==> src/rtl/reset_sequencer_pkg.sv <==
// Shared definitions for the reset sequencer: FSM state encoding and the
// default sequencing constants used by the RTL and its testbench.
package reset_sequencer_pkg;

    // Sequencer FSM states.
    typedef enum logic [1:0] {
        S_HOLD    = 2'd0,
        S_RELEASE = 2'd1,
        S_RUN     = 2'd2
    } seq_state_t;

    // Default sequencing constants.
    localparam int DEF_N_STAGES    = 3;
    localparam int DEF_HOLD_CYCLES = 16;
    localparam int DEF_GAP_CYCLES  = 4;
    localparam int DEF_CNT_W       = 8;

endpackage

==> src/rtl/reset_sequencer.sv <==
// Reset sequencer: after the synchronized reset deasserts, holds all reset
// domains for HOLD_CYCLES, then releases them one at a time (bit 0 first)
// every GAP_CYCLES and finally flags o_ready. A soft request restarts it.
// Every output is a flop output so downstream resets are glitch-free.
module reset_sequencer
    import reset_sequencer_pkg::*;
#(
    parameter int N_STAGES    = DEF_N_STAGES,
    parameter int HOLD_CYCLES = DEF_HOLD_CYCLES,
    parameter int GAP_CYCLES  = DEF_GAP_CYCLES,
    parameter int CNT_W       = DEF_CNT_W
) (
    input  logic                i_clk,
    input  logic                i_rst,
    input  logic                i_soft_req,
    output logic [N_STAGES-1:0] o_rst,
    output logic                o_ready
);

    localparam int IDX_W = $clog2(N_STAGES + 1);

    // Counter values seen on the edge that ends a hold or gap interval.
    localparam logic [CNT_W-1:0] HOLD_LAST = CNT_W'(HOLD_CYCLES - 1);
    localparam logic [CNT_W-1:0] GAP_LAST  = CNT_W'(GAP_CYCLES - 1);
    localparam logic [CNT_W-1:0] CNT_ONE   = CNT_W'(1);
    localparam logic [IDX_W-1:0] IDX_ONE   = IDX_W'(1);
    localparam logic [IDX_W-1:0] LAST_IDX  = IDX_W'(N_STAGES - 1);

    if (N_STAGES < 1) begin : g_bad_stages
        $error("reset_sequencer: N_STAGES must be at least 1");
    end
    if (HOLD_CYCLES < 1 || HOLD_CYCLES > (2 ** CNT_W) - 1) begin : g_bad_hold
        $error("reset_sequencer: HOLD_CYCLES must be in 1 .. 2**CNT_W-1");
    end
    if (GAP_CYCLES < 1 || GAP_CYCLES > (2 ** CNT_W) - 1) begin : g_bad_gap
        $error("reset_sequencer: GAP_CYCLES must be in 1 .. 2**CNT_W-1");
    end

    seq_state_t          state, state_d;
    logic [CNT_W-1:0]    cnt, cnt_d;
    logic [IDX_W-1:0]    idx, idx_d;
    logic [N_STAGES-1:0] rst_d;
    logic                ready_d;
    logic [N_STAGES-1:0] release_next;

    // One-hot mask selecting the stage addressed by the release index.
    function automatic logic [N_STAGES-1:0] stage_bit(input logic [IDX_W-1:0] k);
        logic [N_STAGES-1:0] mask;
        mask = '0;
        for (int i = 0; i < N_STAGES; i++) begin
            if (k == IDX_W'(i)) begin
                mask[i] = 1'b1;
            end
        end
        return mask;
    endfunction

    // Releasing ORs in the next stage, so o_rst only ever grows as 0..01..1.
    always_comb begin
        release_next = o_rst | stage_bit(idx);
    end

    // Next-state logic; a soft request overrides every transition.
    always_comb begin
        state_d = state;
        cnt_d   = cnt;
        idx_d   = idx;
        rst_d   = o_rst;
        ready_d = o_ready;

        if (i_soft_req) begin
            state_d = S_HOLD;
            cnt_d   = '0;
            idx_d   = '0;
            rst_d   = '0;
            ready_d = 1'b0;
        end else begin
            case (state)
                S_HOLD: begin
                    if (cnt == HOLD_LAST) begin
                        rst_d   = release_next;
                        cnt_d   = '0;
                        idx_d   = idx + IDX_ONE;
                        state_d = (N_STAGES == 1) ? S_RUN : S_RELEASE;
                    end else begin
                        cnt_d = cnt + CNT_ONE;
                    end
                end
                S_RELEASE: begin
                    if (cnt == GAP_LAST) begin
                        rst_d = release_next;
                        cnt_d = '0;
                        idx_d = idx + IDX_ONE;
                        if (idx == LAST_IDX) begin
                            state_d = S_RUN;
                        end
                    end else begin
                        cnt_d = cnt + CNT_ONE;
                    end
                end
                S_RUN: begin
                    ready_d = 1'b1;
                end
                default: begin
                    // Unused encoding: restart the whole sequence safely.
                    state_d = S_HOLD;
                    cnt_d   = '0;
                    idx_d   = '0;
                    rst_d   = '0;
                    ready_d = 1'b0;
                end
            endcase
        end
    end

    // State, counters and outputs; async reset asserts every domain at once.
    always_ff @(posedge i_clk or negedge i_rst) begin
        if (!i_rst) begin
            state   <= S_HOLD;
            cnt     <= '0;
            idx     <= '0;
            o_rst   <= '0;
            o_ready <= 1'b0;
        end else begin
            state   <= state_d;
            cnt     <= cnt_d;
            idx     <= idx_d;
            o_rst   <= rst_d;
            o_ready <= ready_d;
        end
    end

endmodule

==> config.mk <==
export PLATFORM = sky130hd
export DESIGN_NAME = reset_sequencer
export DESIGN_NICKNAME = d
export VERILOG_FILES = /design/src/rtl/reset_sequencer_pkg.sv /design/src/rtl/reset_sequencer.sv
export SDC_FILE = /design/constraint.sdc
export NUM_CORES = 1
export LEC_CHECK = 0
export BUFFER_PORTS_ARGS = -buffer_cell sky130_fd_sc_hd__buf_2
export CORE_MARGIN = 2
export CORE_UTILIZATION = 50
export CTS_BUF_LIST = sky130_fd_sc_hd__clkbuf_8 sky130_fd_sc_hd__clkbuf_16
export CTS_CLUSTER_SIZE = 14
export DETAILED_ROUTE_END_ITERATION = 8
export MAX_ROUTING_LAYER = met4
export PLACE_DENSITY = 0.71
export SLEW_MARGIN = 20
export SYNTH_ARGS = -nofsm -noshare
export SYNTH_HDL_FRONTEND = slang
export SYNTH_SLANG_ARGS = --single-unit
==> constraint.sdc <==
create_clock -name i_clk -period 1.7 [get_ports i_clk]
set_input_delay 0.255 -clock i_clk [delete_from_list [all_inputs] [get_ports i_clk]]
set_output_delay 0.255 -clock i_clk [all_outputs]
set_load 0.01 [all_outputs]
==> impl_metrics.sql <==
INSERT INTO impl_metrics (metric_group, metric, value, unit) VALUES
('worst_setup_path', 'critPathKind', 'reg -> reg', ''),
('placed_design', 'detailedPlacementHpwl', '1.43', 'mm'),
('detailed_routing', 'drt_first_iter_violations', '26', ''),
('clocking', 'cts_root_buffer', 'sky130_fd_sc_hd__clkbuf_8', ''),
('detailed_routing', 'finalWirelength', '1.99', 'mm'),
('global_route', 'grt_max_degree', '17', ''),
('power', 'share_of_total_power_consumed_by_net_switching', '0.217', ''),
('synthesis', 'synth_top_cell_by_area', 'sky130_fd_sc_hd__dfrtp_1', ''),
('power', 'cell_internal_pwr', '0.580', 'mW'),
('detailed_routing', 'wl_per_cell', '14.4', 'um'),
('sta', 'timing.final.setup_violations', '0', ''),
('layout', 'areaGrowthSynthToFinish', '24.3', '%'),
('worst_setup_path', 'crit-reg2reg-capture', 'cnt[3]', ''),
('sta', 'slew_headroom', '0.712', ''),
('clocking', 'clk_pin_slew', '0.06', 'ns'),
('synthesis', 'post-synth-top-area-fraction', '0.434', ''),
('placed_design', 'post-place-ws', '0.0506', 'ns'),
('sta', 'post-route-min-period', '1.65', 'ns'),
('detailed_routing', 'avgViaCountPerCell', '5.67', ''),
('hold_path', 'timing.hold.worst.class', 'in -> reg', ''),
('placed_design', 'io_buffer_count', '6', ''),
('die', 'floorplan.die_area', '2210', 'sq um'),
('worst_setup_path', 'r2r.worst_path.cells', '4', ''),
('status', 'outcome', 'finished clean', ''),
('worst_setup_path', 'setup_slack_on_the_worst_flop_to_flop_path', '0.05', 'ns'),
('worst_setup_path', 'crit_path_top_delay_cell', 'sky130_fd_sc_hd__or4_4', ''),
('synthesis', 'synth_cells', '90', ''),
('sta', 'finalCritPeriodShare', '0.970', ''),
('layout', 'proportion_of_layout_cells_with_a_drive_suffix_above_1', '0.345', ''),
('power', 'power.combinational.fraction', '0.096', ''),
('worst_setup_path', 'worst_path_cell_chain', 'or4_4 > o211ai_2 > and2_4 > nor2_1', ''),
('die', 'initial_core_util', '0.535', ''),
('sta', 'totalNegativeSetupSlack', '0', 'ns'),
('power', 'p_leak', '0.556', 'nW'),
('synthesis', 'synth_seq_area_share', '0.434', ''),
('worst_setup_path', 'cp.arrival', '1.78', 'ns'),
('power', 'share_clk_of_total_power', '0.371', ''),
('worst_setup_path', 'path_max_fanout', '5', ''),
('clocking', 'worst_skew_pair.late_latency', '0.24', 'ns'),
('sta', 'hold_viol', '0', ''),
('global_route', 'grt_pass1_wl', '3.16', 'mm'),
('sta', 'setup_slack', '0.0516', 'ns'),
('power', 'report.power.total', '0.742', 'mW'),
('clocking', 'number_of_buffers_added_by_the_clock_tree_synthesis_step', '3', ''),
('placed_design', 'placed_cell_area', '1080', 'sq um'),
('job', 'max_cap_violations', '0', ''),
('synthesis', 'synth_enable_flop_cells', '0', ''),
('clocking', 'cts_tree', 'yes', ''),
('worst_setup_path', 'crit_path_end_kind', 'flip-flop', ''),
('global_route', 'grt_use_total', '0.217', ''),
('layout', 'final_cell_area', '1150', 'sq um'),
('synthesis', 'postSynthRegisterBits', '16', ''),
('synthesis', 'synth.lib_cells_used.distinct', '35', ''),
('worst_setup_path', 'worstPathRequired', '1.83', 'ns'),
('sta', 'achievable-frequency', '0.607', 'GHz'),
('hold_path', 'worst_hold_startpoint', 'i_soft_req', ''),
('synthesis', 'netlist_top_cells_count', '16 x sky130_fd_sc_hd__dfrtp_1, 15 x sky130_fd_sc_hd__nor2_1', ''),
('synthesis', 'syn_avg_cell_area', '10.3', 'sq um'),
('hold_path', 'min_path_cells', '2', ''),
('global_route', 'grt_pass1_vias', '720', ''),
('clocking', 'numClockSinks', '16', ''),
('synthesis', 'synth_most_common_cell', 'sky130_fd_sc_hd__dfrtp_1', ''),
('detailed_routing', 'detailroute.via_count', '782', ''),
('synthesis', 'async_flop_share', '1.00', ''),
('power', 'power.density', '646', 'nW/um^2'),
('sta', 'grt_setup_unrepaired', 'false', ''),
('layout', 'antenna_cells_inserted', '0', ''),
('synthesis', 'area_of_the_mapped_netlist', '923', 'sq um'),
('die', 'core', '1730', 'sq um'),
('clocking', 'cts_max_path_buffers', '2', ''),
('die', 'fp.dieH', '47.0', 'um');
## area by class of cell
type | instances | area share
flip-flops and latches | 16 | 0.349
multi-input cells | 68 | 0.438
well taps | 25 | 0.0273
inverters | 3 | 0.00981
repair buffers | 23 | 0.140
clock buffers | 3 | 0.0360
## critical path, delay by kind of cell, from the launching register on
kind,cells,cell delay (ns)
compound gates,1,0.28
simple gates,3,0.87
flops,1,0.38
## how the worst max path moves through the flow
stage / depth (start not counted) / from / to / slack, ns
after floorplan: 4 / cnt[0] / idx[0] / 0.01
after global placement: 4 / cnt[1] / idx[0] / 0.07
after detailed placement: 4 / cnt[1] / idx[0] / 0.05
after CTS: 4 / cnt[1] / idx[0] / 0.04
after global routing: 4 / cnt[1] / idx[0] / 0.01
final: 4 / cnt[5] / cnt[3] / 0.05
## routing by layer
layer | vias up | GRT usage | wire (um)
met2 | 16 | 0.359 | 1030
met4 | 0 | 0.106 | 19
met5 | - | - | 0
li1 | 384 | - | -
met1 | 378 | 0.253 | 874
met3 | 4 | 0.0346 | 67
## metrics by stage
stage	hold slack, ns	std cells
3_3_place_gp	0.186	133
2_1_floorplan	-0.0406	90
3_5_place_dp	0.186	133
6_report	0.277	138
5_1_grt	0.279	138
4_1_cts	0.272	137
## cell usage in the layout, fill, tap and decap left out, drive strengths merged
cell,count
dlygate4sd3,1
ha,4
or3,1
a41o,1
or3b,1
o211ai,1
inv,3
or2,2
a2111oi,1
dfrtp,16
a22o,1
o31ai,2
a31oi,3
nand3,4
nor3b,1
or4,1
nor4,2
buf,22
nand2,4
o22a,1
a311oi,2
nor3,3
nor2,15
xnor2,4
mux4,1
nand4bb,1
clkbuf,3
nand4,1
a21oi,3
and2,1
o32a,1
o21ai,2
a21o,4
## flip-flops by register name, indices dropped and copies added (netlist names)
name,flops
cnt,8
o_rst,3
idx,2
state,2
o_ready,1
## logic make-up after synthesis
| kind of cell | count (synthesis) | synth area share |
|---|---|---|
| mux | 1 | 0.0244 |
| flops | 16 | 0.434 |
| buf+inv | 6 | 0.0352 |
| simple gates | 37 | 0.217 |
| xor+xnor | 4 | 0.0379 |
| fa+ha+maj | 4 | 0.0542 |
| compound gates | 22 | 0.198 |
## what timing repair did
item | CTS | global route
hold endpoints to repair | 16 | 0
setup endpoints to repair | 0 | 1
gates resized for setup | 0 | 3
setup buffers | 0 | 1
hold buffers | 1 | 0
## power by group through the flow
stage	sequential [mW]	clock (mW)	combinational, mW
after floorplan	0.403	0	0.0352
after global placement	0.401	0	0.0637
after detailed placement	0.402	0	0.0649
after CTS	0.395	0.279	0.0666
after global routing	0.396	0.306	0.0795
final	0.395	0.275	0.0714
Power figures use the tool's default switching activity.
